## src/rtl/var_gen_lanes_pkg.sv

```systemverilog
// Shared types and helper functions for the unary-path variable generator.
package var_gen_pkg;

   typedef enum logic [1:0] {
      MODE_GEMM = 2'b00,
      MODE_DIV  = 2'b01,
      MODE_EXP  = 2'b10,
      MODE_LOG  = 2'b11
   } mode_e;

   // 0.75 in Q.fra_bw, i.e. 2'b11 at bits [fra_bw-1:fra_bw-2], clipped to mul_bw bits
   function automatic int point_val(input int fra_bw, input int mul_bw);
      int v;
      v = 3 << (fra_bw - 2);
      if (mul_bw < 31) begin
         v = v & ((1 << mul_bw) - 1);
      end
      return v;
   endfunction

   function automatic int shift_width(input int mul_bw);
      return $clog2(mul_bw) + 1;
   endfunction

endpackage

```

## src/rtl/var_gen_lanes_lead_one_det.sv

```systemverilog
// Leading-one detector: index of the highest set bit of m, plus an all-zero flag.
module lead_one_det #(
   parameter int W  = 16,
   parameter int PW = $clog2(W)
) (
   input  logic [W-1:0]  m,
   output logic [PW-1:0] p,
   output logic          zero
);

   // Ascending scan so the highest set bit wins
   always_comb begin
      p = '0;
      for (int i = 0; i < W; i++) begin
         if (m[i]) p = PW'(i);
      end
   end

   assign zero = (m == '0);

endmodule

```

## src/rtl/var_gen_lanes.sv

```systemverilog
// LANES-wide 2-stage variable generator for the div/exp/log unary path.
// Optional zero_o flag port and zero-magnitude handling under VAR_GEN_ZERO_FLAG_EN.
module var_gen_lanes
   import var_gen_pkg::*;
#(
   parameter int LANES  = 4,
   parameter int INT_BW = 5,
   parameter int FRA_BW = 10,
   parameter int MUL_BW = 16
) (
   input  logic                                         clk,
   input  logic                                         rst,
   input  logic                                         in_vld,
   output logic                                         in_rdy,
   input  logic [1:0]                                   mode_i,
   input  logic [LANES*MUL_BW-1:0]                      x_i,
   output logic                                         out_vld,
   input  logic                                         out_rdy,
   output logic [LANES*MUL_BW-1:0]                      var_o,
   output logic [LANES*shift_width(MUL_BW)-1:0]         shift_o,
   output logic [LANES*(INT_BW+1)-1:0]                  int_o,
   output logic [LANES-1:0]                             sign_o
`ifdef VAR_GEN_ZERO_FLAG_EN
   ,
   output logic [LANES-1:0]                             zero_o
`endif
);

   localparam int SH_BW = shift_width(MUL_BW);
   localparam int PW    = $clog2(MUL_BW);
   localparam logic [MUL_BW-1:0] POINT   = MUL_BW'(point_val(FRA_BW, MUL_BW));
   localparam logic [MUL_BW-1:0] MAG_MAX = {1'b0, {(MUL_BW-1){1'b1}}};
   localparam logic [MUL_BW-1:0] MOST_NEG = {1'b1, {(MUL_BW-1){1'b0}}};

   if (MUL_BW != 1 + INT_BW + FRA_BW) begin : g_cfg_err
      $error("var_gen_lanes: MUL_BW must equal 1+INT_BW+FRA_BW");
   end

   // Handshake: a beat moves across an interface on a rising edge where its
   // valid and ready are both high; valid never waits for ready, and S2 holds
   // its contents unchanged while out_vld is high and out_rdy is low.
   logic  s1_vld, s2_vld;
   logic  s2_free, s1_load;
   mode_e s1_mode;

   assign s2_free = !s2_vld || out_rdy;
   assign in_rdy  = !rst && (!s1_vld || s2_free);
   assign s1_load = in_vld && in_rdy;
   assign out_vld = s2_vld;

   always_ff @(posedge clk) begin
      if (rst) begin
         s1_vld  <= 1'b0;
         s2_vld  <= 1'b0;
         s1_mode <= MODE_GEMM;
      end else begin
         if (in_rdy)  s1_vld  <= in_vld;
         if (s1_load) s1_mode <= mode_e'(mode_i);
         if (s2_free) s2_vld  <= s1_vld;
      end
   end

   for (genvar l = 0; l < LANES; l++) begin : g_lane
      logic [MUL_BW-1:0] x_c, m_c;
      logic [PW-1:0]     p_c;
      logic              lz_c;
      logic [SH_BW-1:0]  sh_c;

      logic [MUL_BW-1:0] s1_x, s1_m;
      logic [SH_BW-1:0]  s1_sh;

      logic [SH_BW-1:0]  neg_sh;
      logic [MUL_BW-1:0] norm_c, var_c;
      logic [SH_BW-1:0]  sho_c;

      logic [MUL_BW-1:0] s2_var;
      logic [SH_BW-1:0]  s2_sh;
      logic [INT_BW:0]   s2_int;
      logic              s2_sign;

      assign x_c = x_i[l*MUL_BW +: MUL_BW];

      // The most negative input has no positive twin; clamp it to the max magnitude
      always_comb begin
         m_c = x_c;
         if (x_c[MUL_BW-1]) begin
            m_c = (x_c == MOST_NEG) ? MAG_MAX : (~x_c + MUL_BW'(1));
         end
      end

      lead_one_det #(.W(MUL_BW), .PW(PW)) u_lod (
         .m    (m_c),
         .p    (p_c),
         .zero (lz_c)
      );

      assign sh_c = lz_c ? '0 : (SH_BW'(FRA_BW - 1) - SH_BW'(p_c));

`ifdef VAR_GEN_ZERO_FLAG_EN
      logic s1_zero;
      logic zero_c;
      logic s2_zero;
`endif

      always_ff @(posedge clk) begin
         if (rst) begin
            s1_x  <= '0;
            s1_m  <= '0;
            s1_sh <= '0;
`ifdef VAR_GEN_ZERO_FLAG_EN
            s1_zero <= 1'b0;
`endif
         end else if (s1_load) begin
            s1_x  <= x_c;
            s1_m  <= m_c;
            s1_sh <= sh_c;
`ifdef VAR_GEN_ZERO_FLAG_EN
            s1_zero <= lz_c;
`endif
         end
      end

      // Negative shift means the leading one sits above FRA_BW-1: shift right
      assign neg_sh = -s1_sh;
      assign norm_c = s1_sh[SH_BW-1] ? (s1_m >> neg_sh) : (s1_m << s1_sh);

      always_comb begin
         var_c = '0;
         sho_c = '0;
`ifdef VAR_GEN_ZERO_FLAG_EN
         zero_c = 1'b0;
`endif
         case (s1_mode)
            MODE_DIV, MODE_LOG: begin
               var_c = POINT - norm_c;
               sho_c = s1_sh;
`ifdef VAR_GEN_ZERO_FLAG_EN
               zero_c = s1_zero;
               if (s1_zero) var_c = '0;
`else
`endif
            end
            MODE_EXP: begin
               var_c = {{(INT_BW+1){s1_x[MUL_BW-1]}}, s1_x[FRA_BW-1:0]};
            end
            default: begin
            end
         endcase
      end

      always_ff @(posedge clk) begin
         if (rst) begin
            s2_var  <= '0;
            s2_sh   <= '0;
            s2_int  <= '0;
            s2_sign <= 1'b0;
`ifdef VAR_GEN_ZERO_FLAG_EN
            s2_zero <= 1'b0;
`endif
         end else if (s2_free && s1_vld) begin
            s2_var  <= var_c;
            s2_sh   <= sho_c;
            s2_int  <= s1_x[MUL_BW-1:FRA_BW];
            s2_sign <= s1_x[MUL_BW-1];
`ifdef VAR_GEN_ZERO_FLAG_EN
            s2_zero <= zero_c;
`endif
         end
      end

      assign var_o[l*MUL_BW +: MUL_BW]         = s2_var;
      assign shift_o[l*SH_BW +: SH_BW]         = s2_sh;
      assign int_o[l*(INT_BW+1) +: (INT_BW+1)] = s2_int;
      assign sign_o[l]                         = s2_sign;
`ifdef VAR_GEN_ZERO_FLAG_EN
      assign zero_o[l]                         = s2_zero;
`endif
   end

endmodule

```

## config.mk

```make
export PLATFORM = sky130hd
export DESIGN_NAME = var_gen_lanes
export DESIGN_NICKNAME = d
export VERILOG_FILES = /design/src/rtl/var_gen_lanes_pkg.sv /design/src/rtl/var_gen_lanes_lead_one_det.sv /design/src/rtl/var_gen_lanes.sv
export SDC_FILE = /design/constraint.sdc
export NUM_CORES = 1
export LEC_CHECK = 0
export CAP_MARGIN = 10
export CORE_MARGIN = 1.5
export CORE_UTILIZATION = 36
export CTS_CLUSTER_DIAMETER = 120
export DETAILED_ROUTE_END_ITERATION = 8
export PLACE_DENSITY = 0.64
export SYNTH_ARGS = -nofsm -noshare
export SYNTH_HDL_FRONTEND = slang
export SYNTH_HIERARCHICAL = 1
export SYNTH_SLANG_ARGS = --single-unit
```

## constraint.sdc

```tcl
create_clock -name clk -period 6.11 [get_ports clk]
set_input_delay 1.5275 -clock clk [delete_from_list [all_inputs] [get_ports clk]]
set_output_delay 1.5275 -clock clk [all_outputs]
set_load 0.02 [all_outputs]
```

==> flow_metrics.tcl, run 1 <==
set metrics [dict create \
    setup_viol 0 \
    die_w_um 233 \
    synthArstFlopShare_pct 0 \
    yosysTopAreaCell "dfxtp_1" \
    grt_pass1_wl_um 104000 \
    power.density_nw_per_um2 255 \
    cp_max_fo 5 \
    endpoint_kind "flop" \
    grt_pass1_vias 18200 \
    post-route-period-util_pct 77.2 \
    dieArea_um2 54300 \
    synth_nets 2523 \
    via_count 19100 \
    cts_buffer_depth 3 \
    max-cap-violations 0 \
    htree_levels 1 \
    antenna_found_initial 0 \
    insertedDiodeCount 0 \
    cts-resized-gates 0 \
    syn_area_per_cell_um2 7.82 \
    fin_crit_ns 4.72 \
    cts_hold_buf 0 \
    synth.distinct_cells 92 \
    synth_edf_count 0 \
    critPathArrivalTime_ns 5.18 \
    drtPass1Iterations 6 \
    clockRootBuffer "clkbuf_16" \
    yosys_warnings 6 \
    hp-class "flop to flop" \
    synth-main-ff-cell "dfxtp_1" \
    cts_made_buffers 30 \
    cts.sinks 260 \
    required_ns 6.57 \
    fillers 5151 \
    yosysTopAreaCellShare_pct 27.3 \
    nets 2583 \
    initial_core_util_pct 36.3 \
    ir_worst_vdd_mv 0.182 \
    syn_inst 2437 \
    vias_per_cell 5.95 \
    power_leakage_uw 0.00869 \
    multi_input_area_um2 12800 \
    clock_latency_ns 0.60 \
    syn-cell-area_um2 19000 \
    clock.fmax_ghz 0.212 \
    finalHoldViolations 0 \
    final_area_um2 22300 \
    worst_slew_pin_slew_ns 1.10 \
    register_area_um2 5210 \
    grt_max_degree 100 \
    postCtsSetupBuffers 0 \
    rsz0062_at_grt "no" \
    synth.most_common_cell "nand2_1" \
    area_growth_pct 17.0 \
    drive_gt1_share_pct 12.3 \
    routedWlPerCell_um 20.7 \
    crit_type "input pin to flop" \
    initialDrtViolationCount 1705 \
    slew_headroom_pct 26.9 \
    fin_skew_ns 0.0407 \
    placed_cell_area_um2 21200 \
    fp.dieH_um 233 \
    dp_hpwl_um 47900 \
    routabilityCongestion 0.972 \
    ys_ff_latch 260 \
    synth_area_leaders "dfxtp_1 (27%), nand2_1 (7.7%), mux2i_1 (6.1%)" \
    io_pins 184 \
    synth_common_cells "nand2_1 (393), dfxtp_1 (260), nor2_1 (199), a21oi_1 (159), nand3_1 (142)" \
    drc 0 \
    rows 84 \
    grt_use_total_pct 23.9 \
    fp.coreArea_um2 52400 \
    totalWireLength_um 66300 \
    clk_pin_slew_ns 0.07 \
    io_buffers 183 \
    gr-total-overflow 0 \
    outcome "complete, no violations" \
    final-max-slew-violation-count 0 \
    cts_tree "done" \
    ant_nets 0 \
    yosysSeqAreaShare_pct 27.3 \
    worstSetupStartpointType "input pin" \
    finalSetupTns_ns 0 \
]
-- metal layers --
layer | up-vias | routed length, um | GRT usage, %
met2 | 680 | 30800 | 39.5
met4 | 0 | 1870 | 7.06
met1 | 9328 | 29600 | 32.5
met5 | - | 0 | 0
met3 | 107 | 4000 | 2.94
li1 | 8988 | - | -
-- placed cells by master, fill, tap and decap left out, types with 11 or more instances in the layout --
| cell type | netlist | layout |
|---|---|---|
| clkbuf_16 | 0 | 30 |
| nand2b_1 | 27 | 26 |
| mux2i_1 | 117 | 117 |
| xor2_1 | 57 | 57 |
| a21o_1 | 16 | 16 |
| a31oi_1 | 25 | 25 |
| dfxtp_1 | 260 | 259 |
| a21oi_1 | 159 | 159 |
| nor4_1 | 24 | 24 |
| inv_1 | 60 | 59 |
| a211oi_1 | 13 | 13 |
| nand3_1 | 142 | 142 |
| and2_1 | 12 | 11 |
| clkdlybuf4s50_1 | 0 | 182 |
| o211ai_1 | 11 | 11 |
| buf_4 | 18 | 44 |
| a31o_2 | 46 | 46 |
| or3_1 | 14 | 14 |
| o22ai_1 | 12 | 12 |
| and3_1 | 26 | 26 |
| nand2_1 | 393 | 392 |
| a221oi_1 | 35 | 35 |
| mux2_2 | 61 | 61 |
| nor2_1 | 199 | 199 |
| o32ai_1 | 11 | 11 |
| o21a_1 | 12 | 12 |
| or2_2 | 19 | 19 |
| nor2b_1 | 17 | 15 |
| nor3_1 | 59 | 59 |
| o21ai_0 | 116 | 116 |
| ha_1 | 16 | 16 |
| o31ai_1 | 28 | 28 |
| mux4_2 | 51 | 51 |
| xnor2_1 | 32 | 32 |
-- final timing paths --
kind	startpoint	endpoint	slack [ns]	depth (start not counted)
worst min-delay path	g_lane[1].s1_x[10]	g_lane[1].s2_int[0]	0.45	2
worst min register to register	g_lane[1].s1_x[10]	g_lane[1].s2_int[0]	0.45	2
worst max register to register	g_lane[0].s1_sh[0]	g_lane[0].s2_var[15]	1.39	12
worst max-delay path	x_i[2]	g_lane[0].s1_sh[1]	1.39	13
-- critical path, stage by stage --
cell and delay [ns]:
clkdlybuf4s50_1 0.49, or4_1 0.59, or2_2 0.32, or3b_2 0.48, o31ai_1 0.26, xor2_1 0.24
nand2_1 0.14, nor4_1 0.34, nand3_1 0.20, nor2_1 0.23, inv_1 0.11, a31oi_1 0.18
nor2_1 0.05
-- state kept, by name, indices dropped and copies added (netlist names) --
register / count
g_lane.s1_x: 64
g_lane.s2_var: 64
g_lane.s1_m: 64
s1_mode: 2
g_lane.s2_int: 24
g_lane.s1_sh: 20
s1_vld: 1
g_lane.s2_sh: 20
out_vld: 1
-- cell type report --
| type | count | share of cell area (%) |
|---|---|---|
| Multi-Input combinational cell | 1912 | 57.2 |
| Sequential cell | 260 | 23.4 |
| Timing Repair Buffer | 227 | 9.74 |
| Tap cell | 688 | 3.86 |
| Clock buffer | 37 | 3.80 |
| Inverter | 66 | 1.12 |
| Clock inverter | 19 | 0.904 |
-- through the flow --
step | cells | util, % | worst slack [ns] | power [uW] | hold WS [ns]
floorplan | 2437 | - | 1.57 | 3240 | 0.432
global placement | 3153 | 40.5 | 0.986 | 3790 | 0.440
detailed placement | 3153 | 40.5 | 0.878 | 3800 | 0.445
CTS | 3209 | 42.5 | 1.40 | 5710 | 0.434
global route | 3209 | 42.5 | 1.15 | 5950 | 0.473
finish | 3209 | 42.5 | 1.39 | 5690 | 0.447
-- kinds of logic (layout without fill, tap and decap cells) --
family,count (synthesis),after routing,synth area share [%]
fa+ha+maj,16,16,1.05
xor+xnor,92,92,4.41
mux,237,237,16.9
compound gates,579,579,20.4
flops,260,260,27.3
buf+inv,265,349,5.89
simple gates,988,988,24.0
-- power by group --
part / switching (uW) / leakage (uW) / internal (uW)
Sequential: 145 / 0.00214 / 1810
Combinational: 1070 / 0.00603 / 762
Clock: 779 / 0.000523 / 1110
(Power assumes the default switching activity.)
==> run 2, diff against run 1 <==
- clock period: 6.11 -> 4.8 ns (I/O delays scaled with it)
==> flow_metrics.tcl, run 2 (synthesized netlist as in run 1, its figures left out) <==
set metrics [dict create \
    crit_type "input pin to flop" \
    dieArea_um2 54300 \
    grt_use_total_pct 24.0 \
    routedWlPerCell_um 20.5 \
    clock.fmax_ghz 0.233 \
    clk_pin_slew_ns 0.06 \
    grt_pass1_vias 18200 \
    totalWireLength_um 66500 \
    fin_ws_ns 0.499 \
    slew_headroom_pct 44.3 \
    dp_hpwl_um 49500 \
    io_buffers 183 \
    fin_crit_ns 4.30 \
    clock_latency_ns 0.58 \
    gr-total-overflow 0 \
    fillers 5194 \
    post-route-period-util_pct 89.6 \
    cp_max_fo 4 \
    fp.coreArea_um2 52400 \
    required_ns 5.29 \
    mostFrequentLayoutCell "nand2_1" \
    drtPass1Iterations 8 \
    worstSetupStartpointType "input pin" \
    fp.dieH_um 233 \
    ir_worst_vdd_mv 0.261 \
    drive_gt1_share_pct 13.4 \
    cts-resized-gates 0 \
    clockRootBuffer "clkbuf_16" \
    power_leakage_uw 0.00886 \
    initialDrtViolationCount 1690 \
    max-cap-violations 0 \
    area_growth_pct 18.5 \
    cts_hold_buf 0 \
    largestRegisters "g_lane.s1_m: 64 flops, g_lane.s1_x: 64 flops, g_lane.s2_var: 64 flops" \
    cts_tree "done" \
    die_w_um 233 \
    drc 0 \
    endpoint_kind "flop" \
    hp-class "flop to flop" \
    rsz0062_at_grt "no" \
    ant_nets 0 \
    final_cell_mix "nand2_1 (392), dfxtp_1 (259), nor2_1 (199), clkdlybuf4s50_1 (182), a21oi_1 (159)" \
    final-max-slew-violation-count 0 \
    grt_pass1_wl_um 104000 \
    via_count 19000 \
    critPathArrivalTime_ns 4.79 \
    place_ws_ns -0.0382 \
    setup_viol 0 \
    finalSetupTns_ns 0 \
    htree_levels 1 \
    worst_slew_pin_slew_ns 0.834 \
    initial_core_util_pct 36.3 \
    routabilityCongestion 0.948 \
    utilization_pct 43.1 \
    vias_per_cell 5.86 \
    fin_skew_ns 0.0126 \
    register_area_um2 5210 \
    cts_made_buffers 31 \
    postCtsSetupBuffers 0 \
    grt_max_degree 73 \
    antenna_found_initial 1 \
    outcome "complete, no violations" \
    io_pins 184 \
    multi_input_area_um2 12800 \
    cts_buffer_depth 3 \
    finalHoldViolations 0 \
    rows 84 \
    nets 2627 \
    power.density_nw_per_um2 317 \
    cts.sinks 260 \
]
run 2: final timing paths:
| path | end | from | slack [ns] | depth (start not counted) |
|---|---|---|---|---|
| min | g_lane[1].s2_int[3] | g_lane[1].s1_x[13] | 0.45 | 2 |
| max | g_lane[0].s1_sh[3] | x_i[1] | 0.50 | 15 |
| min reg2reg | g_lane[1].s2_int[3] | g_lane[1].s1_x[13] | 0.45 | 2 |
| max reg2reg | g_lane[2].s2_var[15] | g_lane[2].s1_sh[0] | 0.59 | 11 |
run 2: per-stage QoR:
step	power, uW	cells	area (um^2)	hold slack, ns
global placement	4870	3196	21600	0.444
CTS	7180	3248	22600	0.453
floorplan	4130	2437	19000	0.432
global route	7520	3248	22600	0.472
finish	7150	3249	22600	0.451
detailed placement	4890	3196	21600	0.445
run 2: power breakdown:
| part | internal (uW) | switching, uW |
|---|---|---|
| sequential | 2310 | 189 |
| combinational | 1000 | 1380 |
| clock | 1330 | 946 |
run 2: final cells by class:
cell class / instances / share of cell area (%)
repair buffers: 270 / 11.3
clock inverters: 12 / 0.543
flip-flops and latches: 260 / 23.1
clock buffers: 40 / 3.72
inverters: 66 / 1.11
multi-input cells: 1912 / 56.5
well taps: 688 / 3.81
diodes: 1 / 0.0111
run 2: routing by layer:
metal / share of wire (%) / vias to the layer above / global-route usage (%)
met2: 46 / 586 / 38.3
met3: 6.0 / 122 / 3.20
li1: - / 9066 / -
met5: 0 / - / 0
met4: 3.5 / 0 / 8.85
met1: 45 / 9254 / 32.8
run 2: critical path, stage by stage:
cell and delay [ns]:
clkdlybuf4s50_1 0.42, inv_1 0.08, nand2_1 0.06, or4_1 0.44, or2_2 0.31, or3b_2 0.49
o31ai_1 0.27, xor2_1 0.24, nand2_1 0.15, nor4_1 0.33, a21o_1 0.21, inv_1 0.06
ha_1 0.20, xnor2_1 0.13, o31ai_1 0.20
==> RTL change (flow settings as in run 2) <==
The parameter `LANES` goes from 4 to 2.
--- a/src/rtl/var_gen_lanes.sv
+++ b/src/rtl/var_gen_lanes.sv
@@ -3,7 +3,7 @@
 module var_gen_lanes
    import var_gen_pkg::*;
 #(
-   parameter int LANES  = 4,
+   parameter int LANES  = 2,
    parameter int INT_BW = 5,
    parameter int FRA_BW = 10,
    parameter int MUL_BW = 16
Ports: changed (5 resized); port bits go from 184 to 96. No check against the original RTL was run, so the function may have changed too.
==> RTL change against run 2 <==
- global-route usage fell by 0.82 points
- power fell by 48%
- via count fell by 47%
- clock skew barely moved
- area after synthesis fell by 47%
- setup slack got worse by 0.14 ns
- register-to-register slack improved by 0.27 ns
- final area fell by 47%
- wire length fell by 50%
- sequential cell count fell by 128
==> RTL change: results (changes against run 2) <==
status finished, final reports clean; largest net degree at the start of global routing 59 (-19%); maximum VDD drop 0.2620 mV (+0.45%); biggest regs g_lane.s1_m (32), g_lane.s1_x (32), g_lane.s2_var (32); Seq/Total Area, Yosys 26.10% (-1.2 points); initial antenna violation count 0 (-1); vias in the first global route 9599 (-47%); placed cells 1698 (-47%); GP Congestion 0.9365 (-1.2%); hold_ws 0.4493 ns (-0.001956 ns); worst slew pin tran 1.044 ns (+0.2104 ns); first-pass GRT wire length 52.46 mm (-49%); largest cells by area after synthesis dfxtp_1, mux4_2, nand2_1; cell count after synthesis 1277 (-48%); DR WL/cell 19.23 um (-6.1%); DR iter-0 viols 922 (-45%); Pre-Repair DR Iteration Count 5 (-3); Layout Nets 1385 (-47%); WP data arrival 4.73 ns (-0.06 ns); Leak Pwr 0.004705 uW (-47%); layout cells sized above 1 15.53% (+2.1 points); Vias/cell 5.782 (-1.3%); clk_lat worst skew 0.43 ns (-0.15 ns); Post-DP HPWL 24.92 mm (-50%); gr usage total 23.13% (-0.82 points); drt total wl 33.27 mm (-50%); worst reg-to-reg setup slack 0.86 ns (+0.27 ns); synth cell count leaders nand2_1, dfxtp_1, nor2_1
## RTL change: report_power, final
group / internal, uW / switching (uW)
registers: 1170 / 102
clock network: 742 / 565
logic: 497 / 653
## RTL change: kinds of logic after synthesis
family / after synthesis / share of synthesized area [%]
multiplexers: 135 / 18.89
flip-flops: 132 / 26.10
AO/OA/AOI/OAI: 281 / 18.28
adder cells (fa/ha/maj): 8 / 0.9888
XOR/XNOR: 35 / 3.473
AND/OR/NAND/NOR: 552 / 26.18
buffers and inverters: 134 / 6.093
## RTL change: layout make-up
cell class	instances	area [sq um]
clock buffers	18	439.2
inverters	30	112.6
multi-input cells	1011	6878
fillers	2742	15660
flip-flops and latches	132	2643
well taps	378	473.0
clock inverters	14	138.9
repair buffers	147	1361
## RTL change: metrics by stage
step,worst slack (ns),TNS [ns],area [sq um],utilization [%]
after floorplan,0.6122,0,10120,-
after global placement,-0.02719,-0.02719,11470,41.39
after detailed placement,-0.04211,-0.04211,11470,41.39
after CTS,0.3778,0,12050,43.48
after global routing,0.05778,0,12050,43.48
final,0.3546,0,12050,43.48
## RTL change: layer usage
| metal | GRT usage (%) | wire length (um) |
|---|---|---|
| met2 | 40.87 | 16640 |
| met5 | 0 | 0 |
| met1 | 27.62 | 13400 |
| met3 | 3.400 | 1828 |
| met4 | 10.58 | 1405 |
## RTL change: worst max-delay path, stage by stage
cell and delay, ns:
clkdlybuf4s50_1 0.41, or2_2 0.29, or4_1 0.41, or2_2 0.30, or4_1 0.42, o21ai_0 0.21
xor2_1 0.18, nand2_1 0.13, nor4_1 0.35, o21ai_0 0.21, inv_1 0.09, ha_1 0.15
xnor2_1 0.11, nor3_1 0.06, a21oi_1 0.17, nor2_1 0.06
## RTL change: final timing paths
path | start | end | cells past startpoint
setup reg to reg | g_lane[1].s1_sh[0] | g_lane[1].s2_var[15] | 12
setup / recovery | x_i[0] | g_lane[0].s1_sh[3] | 16
hold / removal | g_lane[1].s2_sh[4] | g_lane[1].s2_sh[4] | 2
hold reg to reg | g_lane[1].s2_sh[4] | g_lane[1].s2_sh[4] | 2
